## config.mk

```make
export PLATFORM = sky130hd
export DESIGN_NAME = score_text_encoder_flat
export DESIGN_NICKNAME = d
export VERILOG_FILES = /design/src/rtl/score_text_encoder_if.sv /design/src/rtl/score_text_encoder.sv /design/src/flat_wrapper.sv
export SDC_FILE = /design/constraint.sdc
export NUM_CORES = 1
export LEC_CHECK = 0
export ABC_AREA = 0
export BUFFER_PORTS_ARGS = -buffer_cell sky130_fd_sc_hd__buf_4
export CAP_MARGIN = 15
export CORE_AREA = 5 5 75 77
export CTS_CLUSTER_DIAMETER = 50
export DETAILED_ROUTE_END_ITERATION = 6
export DIE_AREA = 0 0 80 82
export HOLD_SLACK_MARGIN = 0.12
export PLACE_DENSITY = 0.7
export SLEW_MARGIN = 20
export SYNTH_ARGS = -nofsm -noshare
export SYNTH_HDL_FRONTEND = slang
export SYNTH_SLANG_ARGS = --single-unit
```

## constraint.sdc

```tcl
create_clock -name clk_0 -period 2.4 [get_ports clk_0]
set_clock_uncertainty 0.1 [all_clocks]
set_input_delay 0.72 -clock clk_0 [delete_from_list [all_inputs] [get_ports clk_0]]
set_output_delay 0.72 -clock clk_0 [all_outputs]
set_load 0.05 [all_outputs]
```

## src/rtl/score_text_encoder_if.sv

```systemverilog
// Handshake bundle between the score logic and score_text_encoder.
// start is a request level that is honoured only while the encoder is idle (busy=0).
// busy covers the accepted start edge through the edge that updates text.
// done pulses for one cycle on that update edge.
// text and overflow are valid from the done pulse until the next done pulse.
interface score_text_encoder_if #(
    parameter int BIN_W  = 10,
    parameter int DIGITS = 3
);
    logic                  start;
    logic [BIN_W-1:0]      value;
    logic                  busy;
    logic                  done;
    logic                  overflow;
    logic [DIGITS*8-1:0]   text;
    logic [1:0]            state_dbg;

    modport master (
        output start, value,
        input  busy, done, overflow, text, state_dbg
    );

    modport slave (
        input  start, value,
        output busy, done, overflow, text, state_dbg
    );
endinterface

```

## src/rtl/score_text_encoder.sv

```systemverilog
// Binary to packed ASCII decimal converter using iterative double-dabble.
// The text register is written only once, at the end of each conversion.
module score_text_encoder #(
    parameter int BIN_W       = 10,
    parameter int DIGITS      = 3,
    parameter bit BLANK_ZEROS = 1'b1
) (
    input  logic                clk_0,
    input  logic                rst,
    score_text_encoder_if.slave bus
);
    localparam int CNT_W   = $clog2(BIN_W + 1);
    localparam int MAX_VAL = (10 ** DIGITS) - 1;

    function automatic logic [DIGITS*8-1:0] idle_text();
        logic [DIGITS*8-1:0] t;
        for (int i = 0; i < DIGITS; i++) begin
            t[i*8 +: 8] = (i == 0 || !BLANK_ZEROS) ? 8'h30 : 8'h20;
        end
        return t;
    endfunction

    localparam logic [DIGITS*8-1:0] RST_TEXT = idle_text();

    typedef enum logic [1:0] {IDLE = 2'd0, SHIFT = 2'd1, FORMAT = 2'd2} state_t;

    state_t                state_q, state_d;
    logic [BIN_W-1:0]      shift_q, shift_d;
    logic [DIGITS*4-1:0]   bcd_q, bcd_d;
    logic [CNT_W-1:0]      cnt_q, cnt_d;
    logic                  ovf_pend_q, ovf_pend_d;
    logic                  busy_q, busy_d;
    logic                  done_q, done_d;
    logic                  overflow_q, overflow_d;
    logic [DIGITS*8-1:0]   text_q, text_d;

    logic [DIGITS*4-1:0]   adj;
    logic [DIGITS*8-1:0]   fmt;
    logic                  leading;
    logic [3:0]            nib;

    always_comb begin
        adj     = bcd_q;
        fmt     = '0;
        leading = 1'b1;
        nib     = '0;
        for (int i = 0; i < DIGITS; i++) begin
            if (bcd_q[i*4 +: 4] >= 4'd5) adj[i*4 +: 4] = bcd_q[i*4 +: 4] + 4'd3;
        end
        // Character 0 sits in the top byte; only the last character is exempt from blanking.
        for (int i = 0; i < DIGITS; i++) begin
            nib = bcd_q[(DIGITS-1-i)*4 +: 4];
            if (BLANK_ZEROS && leading && nib == 4'd0 && i != DIGITS-1) begin
                fmt[(DIGITS-1-i)*8 +: 8] = 8'h20;
            end else begin
                leading = 1'b0;
                fmt[(DIGITS-1-i)*8 +: 8] = 8'h30 + {4'd0, nib};
            end
        end
    end

    always_comb begin
        state_d    = state_q;
        shift_d    = shift_q;
        bcd_d      = bcd_q;
        cnt_d      = cnt_q;
        ovf_pend_d = ovf_pend_q;
        busy_d     = busy_q;
        done_d     = 1'b0;
        overflow_d = overflow_q;
        text_d     = text_q;
        case (state_q)
            IDLE: begin
                if (bus.start) begin
                    shift_d    = bus.value;
                    bcd_d      = '0;
                    cnt_d      = CNT_W'(BIN_W);
                    ovf_pend_d = (32'(bus.value) > 32'(MAX_VAL));
                    busy_d     = 1'b1;
                    state_d    = SHIFT;
                end
            end
            SHIFT: begin
                {bcd_d, shift_d} = {adj, shift_q} << 1;
                cnt_d = cnt_q - 1'b1;
                if (cnt_q == CNT_W'(1)) state_d = FORMAT;
            end
            FORMAT: begin
                text_d     = ovf_pend_q ? {DIGITS{8'h39}} : fmt;
                overflow_d = ovf_pend_q;
                done_d     = 1'b1;
                busy_d     = 1'b0;
                state_d    = IDLE;
            end
            default: state_d = IDLE;
        endcase
    end

    always_ff @(posedge clk_0 or negedge rst) begin
        if (!rst) begin
            state_q    <= IDLE;
            shift_q    <= '0;
            bcd_q      <= '0;
            cnt_q      <= '0;
            ovf_pend_q <= 1'b0;
            busy_q     <= 1'b0;
            done_q     <= 1'b0;
            overflow_q <= 1'b0;
            text_q     <= RST_TEXT;
        end else begin
            state_q    <= state_d;
            shift_q    <= shift_d;
            bcd_q      <= bcd_d;
            cnt_q      <= cnt_d;
            ovf_pend_q <= ovf_pend_d;
            busy_q     <= busy_d;
            done_q     <= done_d;
            overflow_q <= overflow_d;
            text_q     <= text_d;
        end
    end

    assign bus.busy      = busy_q;
    assign bus.done      = done_q;
    assign bus.overflow  = overflow_q;
    assign bus.text      = text_q;
    assign bus.state_dbg = state_q;
endmodule

```

## src/flat_wrapper.sv

```systemverilog
// flat-port wrapper written by rule: the top's interface ports become plain ports
module score_text_encoder_flat 
#(
    parameter int BIN_W       = 10,
    parameter int DIGITS      = 3,
    parameter bit BLANK_ZEROS = 1'b1
)
  (clk_0, rst, bus_start, bus_value, bus_busy, bus_done, bus_overflow, bus_text, bus_state_dbg);
  score_text_encoder_if #(.BIN_W(BIN_W), .DIGITS(DIGITS)) bus_i ();
  input  logic clk_0;
  input  logic rst;
  input wire logic [$bits(bus_i.start)-1:0] bus_start;
  input wire logic [$bits(bus_i.value)-1:0] bus_value;
  output wire logic [$bits(bus_i.busy)-1:0] bus_busy;
  output wire logic [$bits(bus_i.done)-1:0] bus_done;
  output wire logic [$bits(bus_i.overflow)-1:0] bus_overflow;
  output wire logic [$bits(bus_i.text)-1:0] bus_text;
  output wire logic [$bits(bus_i.state_dbg)-1:0] bus_state_dbg;
  assign bus_i.start = bus_start;
  assign bus_i.value = bus_value;
  assign bus_busy = bus_i.busy;
  assign bus_done = bus_i.done;
  assign bus_overflow = bus_i.overflow;
  assign bus_text = bus_i.text;
  assign bus_state_dbg = bus_i.state_dbg;
  score_text_encoder #(.BIN_W(BIN_W), .DIGITS(DIGITS), .BLANK_ZEROS(BLANK_ZEROS)) u_core (.clk_0(clk_0), .rst(rst), .bus(bus_i));
endmodule
```

==> results.ini <==
[outcome]
outcome=completed

[finish]
layout_common_cells=nand2_1, dfrtp_1, buf_4
drive_above_1_share_pct=20.9
layout.nets=284
fin_area_sq_um=2620
final_common_cell=nand2_1
diodes=0
syn_to_final_growth_pct=14.4

[worst_setup_path]
path_depth=1
cp.arrival_ns=1.00
crit_path_max_fanout=7
cp_slowest_cell=dfrtp_1
worstPathCellList=buf_4
timing.reg2reg.setup_slack_ns=0.70
cpPeakStageDelay_ns=0.46
worstSetupStartpointType=flip-flop
r2r-end=u_core.bcd_q[6]
path_delay_family=flip-flops
cp.required_ns=1.58
cp_num_buf_inv=1
startpoint=u_core.bus.state_dbg[1]
path_class=reg -> out
setup.worst_path.end_class=output pin
timing.rr.start=u_core.bcd_q[4]
worst-r2r-cell-count=6
cp-endpoint=bus_state_dbg[1]

[synthesis]
synthCells=231
ys_warn_count=0
synth.avg_cell_area_sq_um=9.92
ys_types=39
yosysSeqAreaShare_pct=50.2
syn_area_sq_um=2290
synth-seq-cells=46

[grt]
antenna_found_initial=0
overflow=0
grt_max_degree=47
grtUsageTotal_pct=14.2
grt_pass1_wl_um=7230
grt_pass1_vias=1548

[placement]
io_buffer_count=31
hpwlAfterDp_um=3110
postPlaceCellArea_sq_um=2530
routabilityCongestion=0.777
pre_cts_ws_ns=0.612

[clocking]
post_cts_resize_count=0
clkTransAtPathRegs_ns=0.08
numCtsBuffers=5
cts_tree=yes
cts_hold_buf=0
cts.sinks=46
insertion_delay_ns=0.30
htreeDepth=2
cts_buffer_depth=2
post_cts_buffers=0
cts-root-buf=clkbuf_8

[worst_hold_path]
hold_path.class=in -> async

[sta]
relSlewSlack_pct=62.5
rsz0062_at_grt=no
timing.final.crit_share_pct=75.7
tightest_slew_ns=0.562
worst_slack_ns=0.583
hold_viol_final=0
setup_viol=0
hold_ws_ns=0.306
fmax_ghz=0.550
post-route-min-period_ns=1.82
maxSlewViolCount=0
final.setup.tns_ns=0

[routing]
dr.pass1.iters=4
first_iter_violations=64
wl_per_cell_um=12.8
drc_errors=0
viasPerCell=4.99
antenna_left=0
totalWireLength_um=4250
via_count=1663

[die]
initial_utilization_pct=46.4
die_y_um=82
die-area_sq_um=6560
die_x_um=80
num_io_pins=42
core-area_sq_um=4940
num_rows=26

[pwr]
powerDensity_nw_per_um2=1380
vdd_ir_drop_max_v=0.000677
power.leakage_uw=0.00127

[job]
cap_violations=0

## cell type report
cell class,instances,area (sq um)
Sequential cell,46,1150
Inverter,9,33.8
Clock buffer,7,86.3
Timing Repair Buffer,37,278
Multi-Input combinational cell,163,981
Tap cell,70,87.6
Fill cell,470,2320
Clock inverter,1,5.00
## per-stage QoR
| stage | std cells | total power, uW | utilization, % |
|---|---|---|---|
| 2_1_floorplan | 239 | 2760 | - |
| 3_3_place_gp | 325 | 3130 | 51.2 |
| 3_5_place_dp | 325 | 3180 | 51.2 |
| 4_1_cts | 333 | 3670 | 53.0 |
| 5_1_grt | 333 | 3920 | 53.0 |
| 6_report | 333 | 3630 | 53.0 |
## synth_stat cells
cell type | number | area share (%)
buf_4 | 16 | 5.2
nand2_1 | 47 | 7.7
nor2_1 | 19 | 3.1
inv_2 | 1 | 0.16
nand2b_1 | 8 | 2.2
and2_1 | 1 | 0.27
nor3_1 | 1 | 0.22
inv_1 | 8 | 1.3
conb_1 | 2 | 0.33
nor3b_4 | 1 | 0.82
o41ai_2 | 2 | 1.4
buf_6 | 2 | 0.98
o311ai_2 | 2 | 1.4
a221o_1 | 1 | 0.44
nand4_1 | 1 | 0.27
o21ai_0 | 6 | 1.3
clkbuf_1 | 1 | 0.16
a32o_1 | 4 | 1.7
dfrtp_1 | 46 | 50
buf_2 | 2 | 0.44
a21oi_1 | 4 | 0.87
a31oi_1 | 9 | 2.5
nor2b_1 | 1 | 0.27
nor3b_1 | 2 | 0.65
nand3_1 | 2 | 0.44
o21ai_1 | 10 | 2.2
nor4_2 | 1 | 0.55
ha_1 | 9 | 4.9
and3_4 | 1 | 0.49
o211ai_1 | 1 | 0.33
or2_1 | 1 | 0.27
o21a_1 | 1 | 0.33
a22o_1 | 1 | 0.38
o32ai_2 | 1 | 0.71
xor2_1 | 1 | 0.38
a21oi_2 | 2 | 0.76
o31ai_1 | 5 | 1.6
xnor2_1 | 4 | 1.5
o22ai_1 | 4 | 1.1
## power by group
part	leakage (uW)	switching, uW	internal (uW)
registers	0.000585	243	1090
logic	0.000637	1120	695
clock network	0.0000482	247	232
total	0.00127	1610	2020
## state kept, by name (all words and copies together), names as in the netlist
register,cells
u_core.bus.done,1
u_core.bus.busy,1
u_core.cnt_q,4
u_core.shift_q,10
u_core.ovf_pend_q,1
u_core.bus.state_dbg,2
u_core.bus.overflow,1
u_core.bcd_q,12
u_core.bus.text,14
## how the worst min path moves through the flow
stage / from / endpoint / slack (ns) / cells after the start
after global placement: u_core.bus.text[16] / u_core.bus.text[16] / 0.35 / 2
after CTS: rst / u_core.shift_q[6] / 0.33 / 1
final: rst / u_core.shift_q[6] / 0.31 / 1
after floorplan: rst / u_core.bcd_q[0] / 0.32 / 0
after detailed placement: u_core.bus.text[11] / u_core.bus.text[11] / 0.36 / 2
after global routing: rst / u_core.shift_q[6] / 0.36 / 1
## layer usage
layer	part of all wire (%)	wire (um)	global-route usage, %
met1	47	1990	18.7
met2	46	1950	22.7
met3	5.8	245	3.40
met4	1.6	66	5.57
met5	0	0	0
## kinds of logic (layout without fill, tap and decap cells)
logic type,after synthesis,count (layout),synth area share (%)
flip-flops,46,46,50.2
other,2,10,0.328
buffers and inverters,30,54,8.30
AND/OR/NAND/NOR,86,86,17.2
adder cells (fa/ha/maj),9,9,4.91
XOR/XNOR,5,5,1.91
AO/OA/AOI/OAI,53,53,17.1
Power figures use the tool's default switching activity.
